===== src/rtl/fib_pkg.sv =====
// Shared constants and FSM state encoding for the Fibonacci sequence controller.
// Holds the default RAM address/data widths and the controller state enum.
package fib_pkg;

    localparam int ADDR_W_DEF = 6;
    localparam int DATA_W_DEF = 32;

    typedef enum logic [2:0] {
        ST_IDLE  = 3'd0,
        ST_RD_A  = 3'd1,
        ST_RD_B  = 3'd2,
        ST_CAP_B = 3'd3,
        ST_WR    = 3'd4,
        ST_DONE  = 3'd5
    } state_t;

endpackage


===== src/rtl/fib_seq_ctrl.sv =====
// Fibonacci sequence controller: reads two operands from an external RAM,
// writes their sum two words on, and repeats len times starting at base.
// Ports: clk, rst (sync, active-high), start/base/len request,
//        busy/done/ovf status, ram_addr/ram_we/ram_wdata/ram_rdata RAM port,
//        data1/data2 last captured operands A and B.
module fib_seq_ctrl
    import fib_pkg::*;
#(
    parameter int ADDR_W = ADDR_W_DEF,
    parameter int DATA_W = DATA_W_DEF
) (
    input  logic              clk,
    input  logic              rst,
    input  logic              start,
    input  logic [ADDR_W-1:0] base,
    input  logic [ADDR_W-1:0] len,
    output logic              busy,
    output logic              done,
    output logic              ovf,
    output logic [ADDR_W-1:0] ram_addr,
    output logic              ram_we,
    output logic [DATA_W-1:0] ram_wdata,
    input  logic [DATA_W-1:0] ram_rdata,
    output logic [DATA_W-1:0] data1,
    output logic [DATA_W-1:0] data2
);

    state_t            state;
    logic [ADDR_W-1:0] idx;
    logic [ADDR_W-1:0] cnt;
    logic [ADDR_W-1:0] len_q;
    logic [DATA_W-1:0] op_a;
    logic [DATA_W-1:0] op_b;
    logic              ovf_q;

    logic [DATA_W:0]   sum;
    logic [ADDR_W-1:0] cnt_nxt;

    // Extra top bit of the sum is the carry-out used for overflow.
    assign sum     = {1'b0, op_a} + {1'b0, op_b};
    assign cnt_nxt = cnt + ADDR_W'(1);

    always_ff @(posedge clk) begin
        if (rst) begin
            state <= ST_IDLE;
            idx   <= '0;
            cnt   <= '0;
            len_q <= '0;
            op_a  <= '0;
            op_b  <= '0;
            ovf_q <= 1'b0;
        end else begin
            unique case (state)
                ST_IDLE: begin
                    if (start) begin
                        idx   <= base;
                        len_q <= len;
                        cnt   <= '0;
                        ovf_q <= 1'b0;
                        state <= (len == '0) ? ST_DONE : ST_RD_A;
                    end
                end
                ST_RD_A: state <= ST_RD_B;
                ST_RD_B: begin
                    // Read of idx issued in RD_A lands now.
                    op_a  <= ram_rdata;
                    state <= ST_CAP_B;
                end
                ST_CAP_B: begin
                    op_b  <= ram_rdata;
                    state <= ST_WR;
                end
                ST_WR: begin
                    cnt <= cnt_nxt;
                    if (sum[DATA_W]) ovf_q <= 1'b1;
                    if (cnt_nxt == len_q) begin
                        state <= ST_DONE;
                    end else begin
                        idx   <= idx + ADDR_W'(1);
                        state <= ST_RD_A;
                    end
                end
                ST_DONE: state <= ST_IDLE;
                default: state <= ST_IDLE;
            endcase
        end
    end

    // Outputs decode from state; rst gates the strobes so a reset landing
    // in WR or DONE neither writes nor reports completion.
    always_comb begin
        busy      = (state != ST_IDLE);
        done      = 1'b0;
        ram_we    = 1'b0;
        ram_addr  = '0;
        ram_wdata = '0;
        unique case (state)
            ST_RD_A: ram_addr = idx;
            ST_RD_B: ram_addr = idx + ADDR_W'(1);
            ST_WR: begin
                ram_addr  = idx + ADDR_W'(2);
                ram_we    = !rst;
                ram_wdata = rst ? '0 : sum[DATA_W-1:0];
            end
            ST_DONE: done = !rst;
            default: ;
        endcase
    end

    assign ovf   = ovf_q;
    assign data1 = op_a;
    assign data2 = op_b;

endmodule


===== config.mk =====
export PLATFORM = sky130hd
export DESIGN_NAME = fib_seq_ctrl
export DESIGN_NICKNAME = d
export VERILOG_FILES = /design/src/rtl/fib_pkg.sv /design/src/rtl/fib_seq_ctrl.sv
export SDC_FILE = /design/constraint.sdc
export NUM_CORES = 1
export LEC_CHECK = 0
export ABC_AREA = 1
export CORE_ASPECT_RATIO = 0.7
export CORE_MARGIN = 3
export CORE_UTILIZATION = 45
export DETAILED_ROUTE_END_ITERATION = 12
export GPL_TIMING_DRIVEN = 0
export HOLD_SLACK_MARGIN = 0.15
export PLACE_DENSITY = 0.81
export RECOVER_POWER = 100
export SYNTH_ARGS = -nofsm -noshare
export SYNTH_HDL_FRONTEND = slang
export SYNTH_SLANG_ARGS = --single-unit

===== constraint.sdc =====
create_clock -name clk -period 2.1 [get_ports clk]
set_input_delay 0.315 -clock clk [delete_from_list [all_inputs] [get_ports clk]]
set_output_delay 0.315 -clock clk [all_outputs]
set_load 0.005 [all_outputs]

[Word level (Yosys, flattened, before mapping)]
Cells that the tools add are included.
Storage, ports and cells
  flip-flop bits (word level): 86
  output and inout port bits: 106
Operators by class
  add/sub/neg operators: 4
  eq/ne operators: 9
  mux-type cells: 17
  reduce and logical (&&, ||, !) cells: 9
Operators with widths (number)
  32-bit 2-to-1 mux: 2
  32-bit by 32-bit adder with 33-bit output: 1
  6-bit one-hot mux with 2 select lines: 2
  6-bit 2-to-1 mux: 3
  6-bit one-hot mux with 3 select lines: 1
  3-bit one-hot mux with 5 select lines: 1
  6-bit by 1-bit adder with 6-bit output (second input constant): 2
  3-bit 2-to-1 mux: 3
  6-bit by 2-bit adder with 6-bit output (second input constant): 1
  3-bit by 2-bit equality test with 1-bit output (second input constant): 2
  3-bit equality test (second input constant): 2
  6-bit equality test: 1
  6-bit zero test: 1
  2-bit inequality test (second input constant): 3
  3-bit AND reduction: 2
  1-bit 2-to-1 mux: 4
  2-bit AND reduction: 2
  3-bit by 1-bit equality test with 1-bit output (second input constant): 1
  3-bit zero test: 1
  3-bit nonzero test: 1
  1-bit one-hot mux with 2 select lines: 1
  2-bit nonzero test: 1
  1-bit zero test: 1

[Logic depth before layout (Yosys ltp)]
Gate-level depths: netlist of the first run.
  word-level depth: 4
  gate-level depth with buffers: 13
  gate-level depth less buffers: 13

[Least setup slack after synthesis of the first run]
OpenSTA, ideal clock, no wires.
  kind: register to output
  start: register op_a[0], in the netlist data1[0]
  end: output port ram_wdata[28]
  arrival: 1785 ps
  data required time: 1785 ps
  path slack: 0 ps
  stages on the path, launching flop included: 13
  cells stage by stage: dfxtp_1 > ha_1 > inv_1 > fa_1 > o21ai_2 > nand2_1 > nand2_1 > nand2_1 > nand2_1 > nand2_1 > nand3_1 > nand2_1 > nor2_1
On the way
  longest elaborated chain between the ends: 3
RTL lines
  start, declared: RTL line fib_seq_ctrl.sv:32  | logic [DATA_W-1:0] op_a;
  start signal, assigned: RTL line fib_seq_ctrl.sv:66  | op_a <= ram_rdata;
  32-bit by 32-bit adder with 33-bit output: RTL line fib_seq_ctrl.sv:40  | assign sum = {1'b0, op_a} + {1'b0, op_b};
  32-bit 2-to-1 mux: RTL line fib_seq_ctrl.sv:103  | ram_wdata = rst ? '0 : sum[DATA_W-1:0];
  32-bit 2-to-1 mux: RTL line fib_seq_ctrl.sv:97  | unique case (state)
  end, declared: RTL line fib_seq_ctrl.sv:22  | output logic [DATA_W-1:0] ram_wdata,
Every way passes these cells.

[Worst setup path in the final report of the first run]
  start: register op_a[0], in the netlist data1[0]
  end: output port ram_wdata[20]
The elaborated chain is that of the path after synthesis.

==> flow_summary.yaml, run 1 <==
status:
  run_status: "complete, but fails checks"
  violations_in_the_final_reports: "setup timing"
critical_path:
  critPathKind: "flop to output pin"
  cp.required_ns: 1.78
  largest_stage_delay_on_the_critical_path_ns: 0.37
  crit_top_cell: "nand2_2"
  path_cells: "ha_4 -> inv_4 -> fa_2 -> o21ai_4 -> nand2_1 -> nand2_2 -> nand2_2 -> nand2_4 -> nand2_2 -> nand2_2 -> nor2_1 -> nor2_1 -> buf_2"
  worst-path-max-fanout: 3
  timing.critical_path.from_type: "flop"
  critical_path_arrival_ns: 2.31
  slowest_stage: "fa_2"
  critical_path.endpoint_type: "output pin"
power:
  power_density_nw_per_um2: 633
  max-vdd-ir-drop_v: 0.000412
  total_leakage_power_uw: 0.00433
layout:
  area_growth_syn_to_layout_pct: 65.8
  finalNetCount: 1273
  num_antenna_cells: 0
  fill_cells: 823
  post_route_cells_drive_above_1_share_pct: 34.7
clocking:
  cts_num_sinks: 86
  numCtsBuffers: 9
  insertion_delay_ns: 0.35
  tritoncts: "done"
  clk_path_buf_depth: 2
  cts_root_buffer: "clkbuf_16"
  htree_num_levels: 3
  cts_hold_repair.buffers: 0
  clk_pin_slew_ns: 0.07
logic_synthesis:
  synth_area_leaders: "dfxtp_1 29%, nor2_1 15%, nand2_1 14%"
  synthDominantAreaCellType: "dfxtp_1"
  yosys.area.top_type_share_pct: 29.3
  synthesis.yosys.warnings: 0
  synth-seq-cells: 86
  most_used_flip_flop_cell_after_synthesis: "dfxtp_1"
  yosys-top-cells-count: "227 x nor2_1, 225 x nand2_1, 99 x inv_1"
  synth_seq_area_share_pct: 29.3
  yosysMostFrequentCell: "nor2_1"
  ffs_w_async_s_r_synth_pct: 0
  synthesis.area_per_instance_um2: 6.07
  synth_cell_type_count: 40
  post_synth_edffs: 0
  synthesis.nets: 1051
  post_synth_inst_count: 968
  netlist_area_um2: 5880
detailed_routing:
  dr.first_iter.drc_count: 780
  drt_drc_violations_left: 0
  number_of_iterations_in_the_first_detailed_routing_pass: 8
  detailroute.via_count: 7882
  antenna_left: 0
  detail_route.vias_per_cell: 5.81
  drt_wl_total_um: 25800
  avgRoutedWirePerCell_um: 19.0
global_routing:
  grt_pass1_wl_um: 35300
  grt_antenna_before_repair: 0
  grt_start_max_net_pins: 27
  vias_in_the_first_global_route: 7005
  gr-usage-all-layers_pct: 30.3
  grt_total_ovfl: 0
floorplanning:
  die_w_um: 143
  floorplan.die_area_um2: 14500
  pin_count: 153
  core_area_um2: 12600
  start_util_pct: 46.7
  std_cell_rows: 34
  chipHeight_um: 102
placed_design:
  routability_congestion: 0.957
  numPortBuffers: 151
  hpwlAfterDp_um: 15300
sta:
  fin_worst_skew_ns: 0.00622
  grt_setup_unrepaired: "true"
  maxSlewHeadroom_pct: 33.9
  timing.final.hold_violations: 0
  slew_viol_final: 0
  finalWorstSetupSlack_ns: -0.529
  setup_violations: 37
  fin_setup_tns_ns: -13.40
  period_share_pct: 125
  clock.fmax_mhz: 380
  whs_ns: 0.321
  layout_min_cycle_time_ns: 2.63
  max_slew.worst_pin.slew_ns: 0.992
run:
  max_capacitance_violation_count: 0
hold_path:
  hold_path_class: "input pin to flop"
-- final cells by class --
class	count	area, um^2	share of cell area [%]
sequential	86	1830	18.7
timing repair buffer	214	1890	19.4
multi-input combinational	746	4960	51.0
clock inverter	3	46.3	0.475
clock buffer	12	236	2.43
tap	162	203	2.08
inverter	106	414	4.25
buffer	27	160	1.64
-- path summary, 6_finish.rpt --
check | depth (start not counted) | slack [ns] | endpoint | startpoint
max | 13 | -0.53 | ram_wdata[20] | data1[0]
min | 2 | 0.32 | cnt[3] | rst
max reg2reg | 10 | 0 | idx[1] | state[0]
min reg2reg | 2 | 0.48 | len_q[3] | len_q[3]
-- worst max-delay path, delay by kind of cell (launching register included) --
kind	cells	cell delay (ns)
buf+inv	2	0.18
compound gates	1	0.17
fa+ha+maj	2	0.53
flops	1	0.36
simple gates	8	0.72
-- state kept, by name, indices dropped and copies added (netlist names) --
signal	flops
cnt	6
data1	32
data2	32
idx	6
len_q	6
ovf	1
state	3
-- power breakdown --
part / leakage, uW / switching [uW] / internal, uW
clock: 0.000133 / 700 / 921
combinational: 0.00347 / 1250 / 1130
sequential: 0.000729 / 282 / 1880
total: 0.00433 / 2230 / 3930
-- timing repair --
item | 4_1_cts | 5_1_grt
resized for setup | 388 | 163
setup endpoints to repair | 41 | 45
buffers inserted | 48 | 19
pin swaps | 78 | 75
-- placed cells by master (no fill, tap or decap), drive strengths merged, types with 2 or more instances in the layout --
cell / count
nor2: 230
nand2: 227
clkdlybuf4s50: 112
inv: 105
buf: 102
o21ai: 96
dfxtp: 86
a21oi: 58
nand3: 37
ha: 35
clkbuf: 33
xnor2: 12
nor3: 11
nand4: 7
dlygate4sd2: 6
o21bai: 6
xor2: 5
o221ai: 4
nor4: 3
o21a: 2
nand3b: 2
clkinvlp: 2
mux2i: 2
a31oi: 2
-- stage by stage --
step	power, uW	utilization (%)	instance area [um^2]	instances	setup WS, ns
after detailed placement	3760	60.3	7590	1281	-0.869
final	6160	77.3	9740	1356	-0.529
after floorplan	2990	-	5880	968	0.0250
after CTS	5770	71.8	9040	1340	-0.483
after global placement	3730	60.3	7590	1281	-0.877
after global routing	6400	77.3	9740	1356	-0.587
-- layer usage --
layer  up-vias  GRT usage, %  wire [um]
met1      3644          42.2      10700
met2       559          47.5      11200
met3       130          6.65       2750
met5         -             0          0
li1       3549             -          -
met4         0          8.55       1220
-- cells by family after synthesis --
| logic type | after synthesis | share of synthesized area, % |
|---|---|---|
| AND/OR/NAND/NOR | 520 | 35.4 |
| buffers and inverters | 136 | 8.90 |
| XOR/XNOR | 17 | 2.53 |
| AO/OA/AOI/OAI | 171 | 15.7 |
| flip-flops | 86 | 29.3 |
| multiplexers | 2 | 0.341 |
| adder cells (fa/ha/maj) | 36 | 7.79 |
Power figures use the tool's default switching activity.
==> run 2, diff against run 1 <==
GPL_TIMING_DRIVEN = not set   (was 0)
==> flow_summary.yaml, run 2 (same netlist as run 1, synthesis figures left out) <==
clocking:
  htree_num_levels: 3
  cts_num_sinks: 86
  insertion_delay_ns: 0.35
  clk_pin_slew_ns: 0.07
  clk_path_buf_depth: 2
  numCtsBuffers: 9
  cts_hold_repair.buffers: 0
  tritoncts: "done"
  cts_root_buffer: "clkbuf_16"
critical_path:
  worst-path-max-fanout: 4
  endpoint_of_the_most_critical_register_to_register_path: "ovf"
  cp.required_ns: 1.78
  r2r_slack_ns: -0.25
  critPathKind: "flop to output pin"
  critical_path_arrival_ns: 2.54
  worstReg2RegStart: "data1[5]"
  startpoint: "data2[10]"
  setup.worst_path.end: "ram_wdata[29]"
  critical_path.endpoint_type: "output pin"
  timing.critical_path.from_type: "flop"
  r2r.worst_path.cells: 18
sta:
  clock.fmax_mhz: 350
  slew_viol_final: 0
  fin_worst_skew_ns: 0.0114
  whs_ns: 0.493
  timing.final.hold_violations: 0
  layout_min_cycle_time_ns: 2.85
  setup_violations: 41
  maxSlewHeadroom_pct: 46.1
  grt_setup_unrepaired: "true"
  period_share_pct: 136
  finalWorstSetupSlack_ns: -0.755
  max_slew.worst_pin.slew_ns: 0.807
power:
  power_density_nw_per_um2: 647
  total_leakage_power_uw: 0.00512
  max-vdd-ir-drop_v: 0.000486
  share_comb_of_total_power_pct: 43.3
  share_seq_of_total_power_pct: 30.1
  power_switching_share_pct: 35.3
  cell_internal_pwr_uw: 4480
  total_switching_power_uw: 2440
  power.clock.fraction_pct: 26.6
detailed_routing:
  detail_route.vias_per_cell: 5.97
  number_of_iterations_in_the_first_detailed_routing_pass: 8
  avgRoutedWirePerCell_um: 20.8
  drt_wl_total_um: 30600
  dr.first_iter.drc_count: 1118
  drt_drc_violations_left: 0
  antenna_left: 0
  detailroute.via_count: 8757
global_routing:
  grt_antenna_before_repair: 1
  grt_start_max_net_pins: 41
  gr-usage-all-layers_pct: 32.6
  grt_total_ovfl: 0
  vias_in_the_first_global_route: 7900
  grt_pass1_wl_um: 38400
status:
  violations_in_the_final_reports: "setup timing"
  run_status: "complete, but fails checks"
layout:
  final_common_cell: "nor2_1"
  area_growth_syn_to_layout_pct: 81.9
  post_route_cells_drive_above_1_share_pct: 39.8
  most-common-layout-cells: "188 x nor2_1, 149 x nand2_1, 147 x buf_4, 105 x clkdlybuf4s50_1, 88 x inv_1"
  fill_cells: 668
  finalNetCount: 1381
floorplanning:
  std_cell_rows: 34
  floorplan.die_area_um2: 14500
  die_w_um: 143
  chipHeight_um: 102
  pin_count: 153
  start_util_pct: 46.7
  core_area_um2: 12600
placed_design:
  routability_congestion: 0.953
  hpwlAfterDp_um: 15600
  preCtsSetupSlack_ns: -0.552
  numPortBuffers: 152
hold_path:
  hold_path_class: "flop to flop"
run:
  max_capacitance_violation_count: 0
[run 2: cell count changes in the layout (fill, tap and decap cells not counted), moves of 4 or more]
cell,change
nor2_4,+5
nor2_2,-5
dlygate4sd3_1,+7
dfxtp_1,+13
clkbuf_1,-13
ha_4,-4
inv_1,+4
nand2_4,+5
dfxtp_4,-12
buf_6,+15
clkdlybuf4s50_1,-7
buf_4,+103
[run 2: worst max-delay path, cell delays in order (launching register included)]
cell and delay, ns:
dfxtp_2 0.35, ha_4 0.39, nand2_4 0.15, nor2_4 0.15
inv_2 0.10, nor3_4 0.34, nand2_4 0.10, nand2_4 0.12
nand2_4 0.06, a21oi_1 0.18, nor2_1 0.08, buf_2 0.15
[run 2: layout make-up]
cell class                      instances  area [um^2]  share of cell area [%]
Antenna cell                            1         2.50                  0.0234
Clock buffer                           12          256                    2.40
Clock inverter                          4         77.6                   0.726
Inverter                              106          410                    3.84
Multi-Input combinational cell        746         4980                    46.6
Sequential cell                        86         1780                    16.7
Tap cell                              162          203                    1.90
Timing Repair Buffer                  349         2980                    27.8
[run 2: how the worst min path moves through the flow]
stage / start / endpoint / slack, ns / depth (start not counted)
final: len_q[0] / len_q[0] / 0.49 / 2
after global routing: len_q[1] / len_q[1] / 0.51 / 2
after CTS: len_q[0] / len_q[0] / 0.49 / 2
after detailed placement: len_q[3] / len_q[3] / 0.47 / 2
after global placement: len_q[0] / len_q[0] / 0.45 / 2
after floorplan: len_q[0] / len_q[0] / 0.44 / 2
[run 2: power by group through the flow]
| stage | clock [uW] | sequential, uW | combinational [uW] |
|---|---|---|---|
| CTS | 1810 | 2050 | 2540 |
| finish | 1840 | 2080 | 3000 |
| global route | 1890 | 2100 | 3160 |
| global placement | 0 | 2000 | 2160 |
| detailed placement | 0 | 2020 | 2210 |
| floorplan | 0 | 2040 | 947 |
[run 2: through the flow]
stage	total power, uW	instances	util [%]	setup TNS (ns)	instance area (um^2)
floorplan	2990	968	-	0	5880
global route	7150	1465	84.8	-16.65	10700
finish	6920	1466	84.9	-14.87	10700
detailed placement	4220	1410	68.9	-12.90	8680
CTS	6410	1450	78.9	-9.02	9930
global placement	4170	1410	68.9	-11.46	8680
[run 2: layer usage]
layer | global-route usage, % | vias up | wire, um
met5 | 0 | - | 26
met1 | 41.0 | 3984 | 11000
met2 | 55.0 | 745 | 13500
met3 | 7.60 | 267 | 3750
met4 | 12.1 | 2 | 2270
li1 | - | 3759 | -
[run 2: what timing repair did]
action / CTS / global route
buffers inserted: 31 / 23
pin swaps: 86 / 94
gates resized for setup: 348 / 193
endpoints found under the setup margin: 39 / 37
==> run 3, diff against run 2 <==
CORE_UTILIZATION = 50   (was 45)
PLACE_DENSITY = 0.85   (was 0.81)
clock period = 2.75 ns   (was 2.1 ns; I/O delays follow)
==> flow_summary.yaml, run 3 (same netlist as run 1, synthesis figures left out) <==
critical_path:
  critPathKind: "flop to output pin"
  slowest_stage: "dfxtp_2"
  critical_path_arrival_ns: 2.32
  buffers_and_inverters_on_the_worst_path: 1
  cp.required_ns: 2.34
  timing.critical_path.from_type: "flop"
  critPathTopFamily: "simple AND/OR/NAND/NOR gates"
  r2r_slack_ns: 0.53
  worst-path-max-fanout: 5
  path_cells: "ha_4 -> nand2_1 -> o21ai_2 -> nand2_1 -> nand2_2 -> nand2_1 -> nand2_2 -> nand2_1 -> a21oi_1 -> nor2_1 -> dlygate4sd2_1"
  critical_path.endpoint_type: "output pin"
  largest_stage_delay_on_the_critical_path_ns: 0.34
  crit_top_cell: "nand2_1"
power:
  power_density_nw_per_um2: 518
  max-vdd-ir-drop_v: 0.000342
  total_leakage_power_uw: 0.00383
floorplanning:
  die_w_um: 136
  start_util_pct: 52.2
  chipHeight_um: 96.7
  core_area_um2: 11300
  floorplan.die_area_um2: 13100
  pin_count: 153
  std_cell_rows: 32
clocking:
  cts_num_sinks: 86
  htree_num_levels: 3
  clk_path_buf_depth: 2
  cts_root_buffer: "clkbuf_16"
  tritoncts: "done"
  insertion_delay_ns: 0.35
  clk_pin_slew_ns: 0.06
  cts_hold_repair.buffers: 0
  numCtsBuffers: 9
global_routing:
  grt_pass1_wl_um: 32000
  vias_in_the_first_global_route: 6521
  grt_total_ovfl: 0
  grt_antenna_before_repair: 0
  grt_start_max_net_pins: 80
  gr-usage-all-layers_pct: 29.5
placed_design:
  preCtsSetupSlack_ns: -0.0311
  hpwlAfterDp_um: 13800
  numPortBuffers: 152
  dpl_cell_area_um2: 7680
  routability_congestion: 0.997
layout:
  most-common-layout-cells: "212 x nor2_1, 202 x nand2_1, 109 x clkdlybuf4s50_1, 95 x inv_1, 89 x o21ai_0"
  num_antenna_cells: 0
  final_std_cell_area_no_fill_um2: 8620
  final_common_cell: "nor2_1"
  finalNetCount: 1218
  post_route_cells_drive_above_1_share_pct: 18.2
  area_growth_syn_to_layout_pct: 46.7
detailed_routing:
  antenna_left: 0
  drt_drc_violations_left: 0
  detail_route.vias_per_cell: 5.43
  avgRoutedWirePerCell_um: 15.5
  drt_wl_total_um: 20000
  detailroute.via_count: 7012
  number_of_iterations_in_the_first_detailed_routing_pass: 5
  dr.first_iter.drc_count: 647
sta:
  maxSlewHeadroom_pct: 18.5
  finalWorstSetupSlack_ns: 0.0163
  slew_viol_final: 0
  layout_min_cycle_time_ns: 2.73
  max_slew.worst_pin.slew_ns: 1.22
  setup_violations: 0
  whs_ns: 0.469
  fin_worst_skew_ns: 0.00443
  timing.final.hold_violations: 0
  clock.fmax_mhz: 366
  grt_setup_unrepaired: "true"
  period_share_pct: 99.4
status:
  run_status: "complete, no violations"
hold_path:
  hold_path_class: "flop to flop"
run:
  max_capacitance_violation_count: 0
## run 3: cell type report
| class | instances | area [um^2] |
|---|---|---|
| clock inverter | 3 | 67.6 |
| tap | 153 | 191 |
| multi-input combinational | 746 | 4200 |
| sequential | 86 | 1770 |
| fill | 869 | 2630 |
| clock buffer | 12 | 256 |
| inverter | 106 | 398 |
| timing repair buffer | 186 | 1740 |
## run 3: where the power goes
part	internal (uW)	switching (uW)
clock	841	513
sequential	1430	194
combinational	726	760
total	2990	1470
## run 3: worst register-to-register path, cell delays in order, from the launching register on
cell and delay, ns:
dfxtp_1 0.42, inv_2 0.08, nand2_2 0.11, inv_2 0.06, nand3_1 0.37, inv_2 0.07
nor2_1 0.49, o21bai_4 0.28, nand2_1 0.09, nand2_1 0.08, nor2_1 0.06
## run 3: final timing paths
| kind | depth (start not counted) | start | end |
|---|---|---|---|
| setup reg to reg | 10 | state[1] | idx[1] |
| setup / recovery | 11 | data2[2] | ram_wdata[31] |
| hold reg to reg | 2 | len_q[0] | len_q[0] |
| hold / removal | 2 | len_q[0] | len_q[0] |
## run 3: metrics by stage
stage                     std cells  util, %  setup TNS, ns  total power (uW)
after floorplan                 968        -              0              2280
after global placement         1270     68.3              0              2860
after detailed placement       1270     68.3        -0.0656              2890
after CTS                      1287     75.4         -0.138              4410
after global routing           1292     76.6         -0.482              4680
final                          1292     76.6              0              4460
## run 3: what timing repair did
item / 4_1_cts / 5_1_grt
pin swaps: 9 / 16
resized for setup: 126 / 75
setup endpoints to repair: 27 / 27
setup buffers: 2 / 5
## run 3: routing by layer
layer,GRT usage [%],share of wire [%],vias up
met5,0,0,-
li1,-,-,3431
met3,8.84,11,43
met1,40.8,44,3172
met4,6.97,1.8,0
met2,45.3,44,366
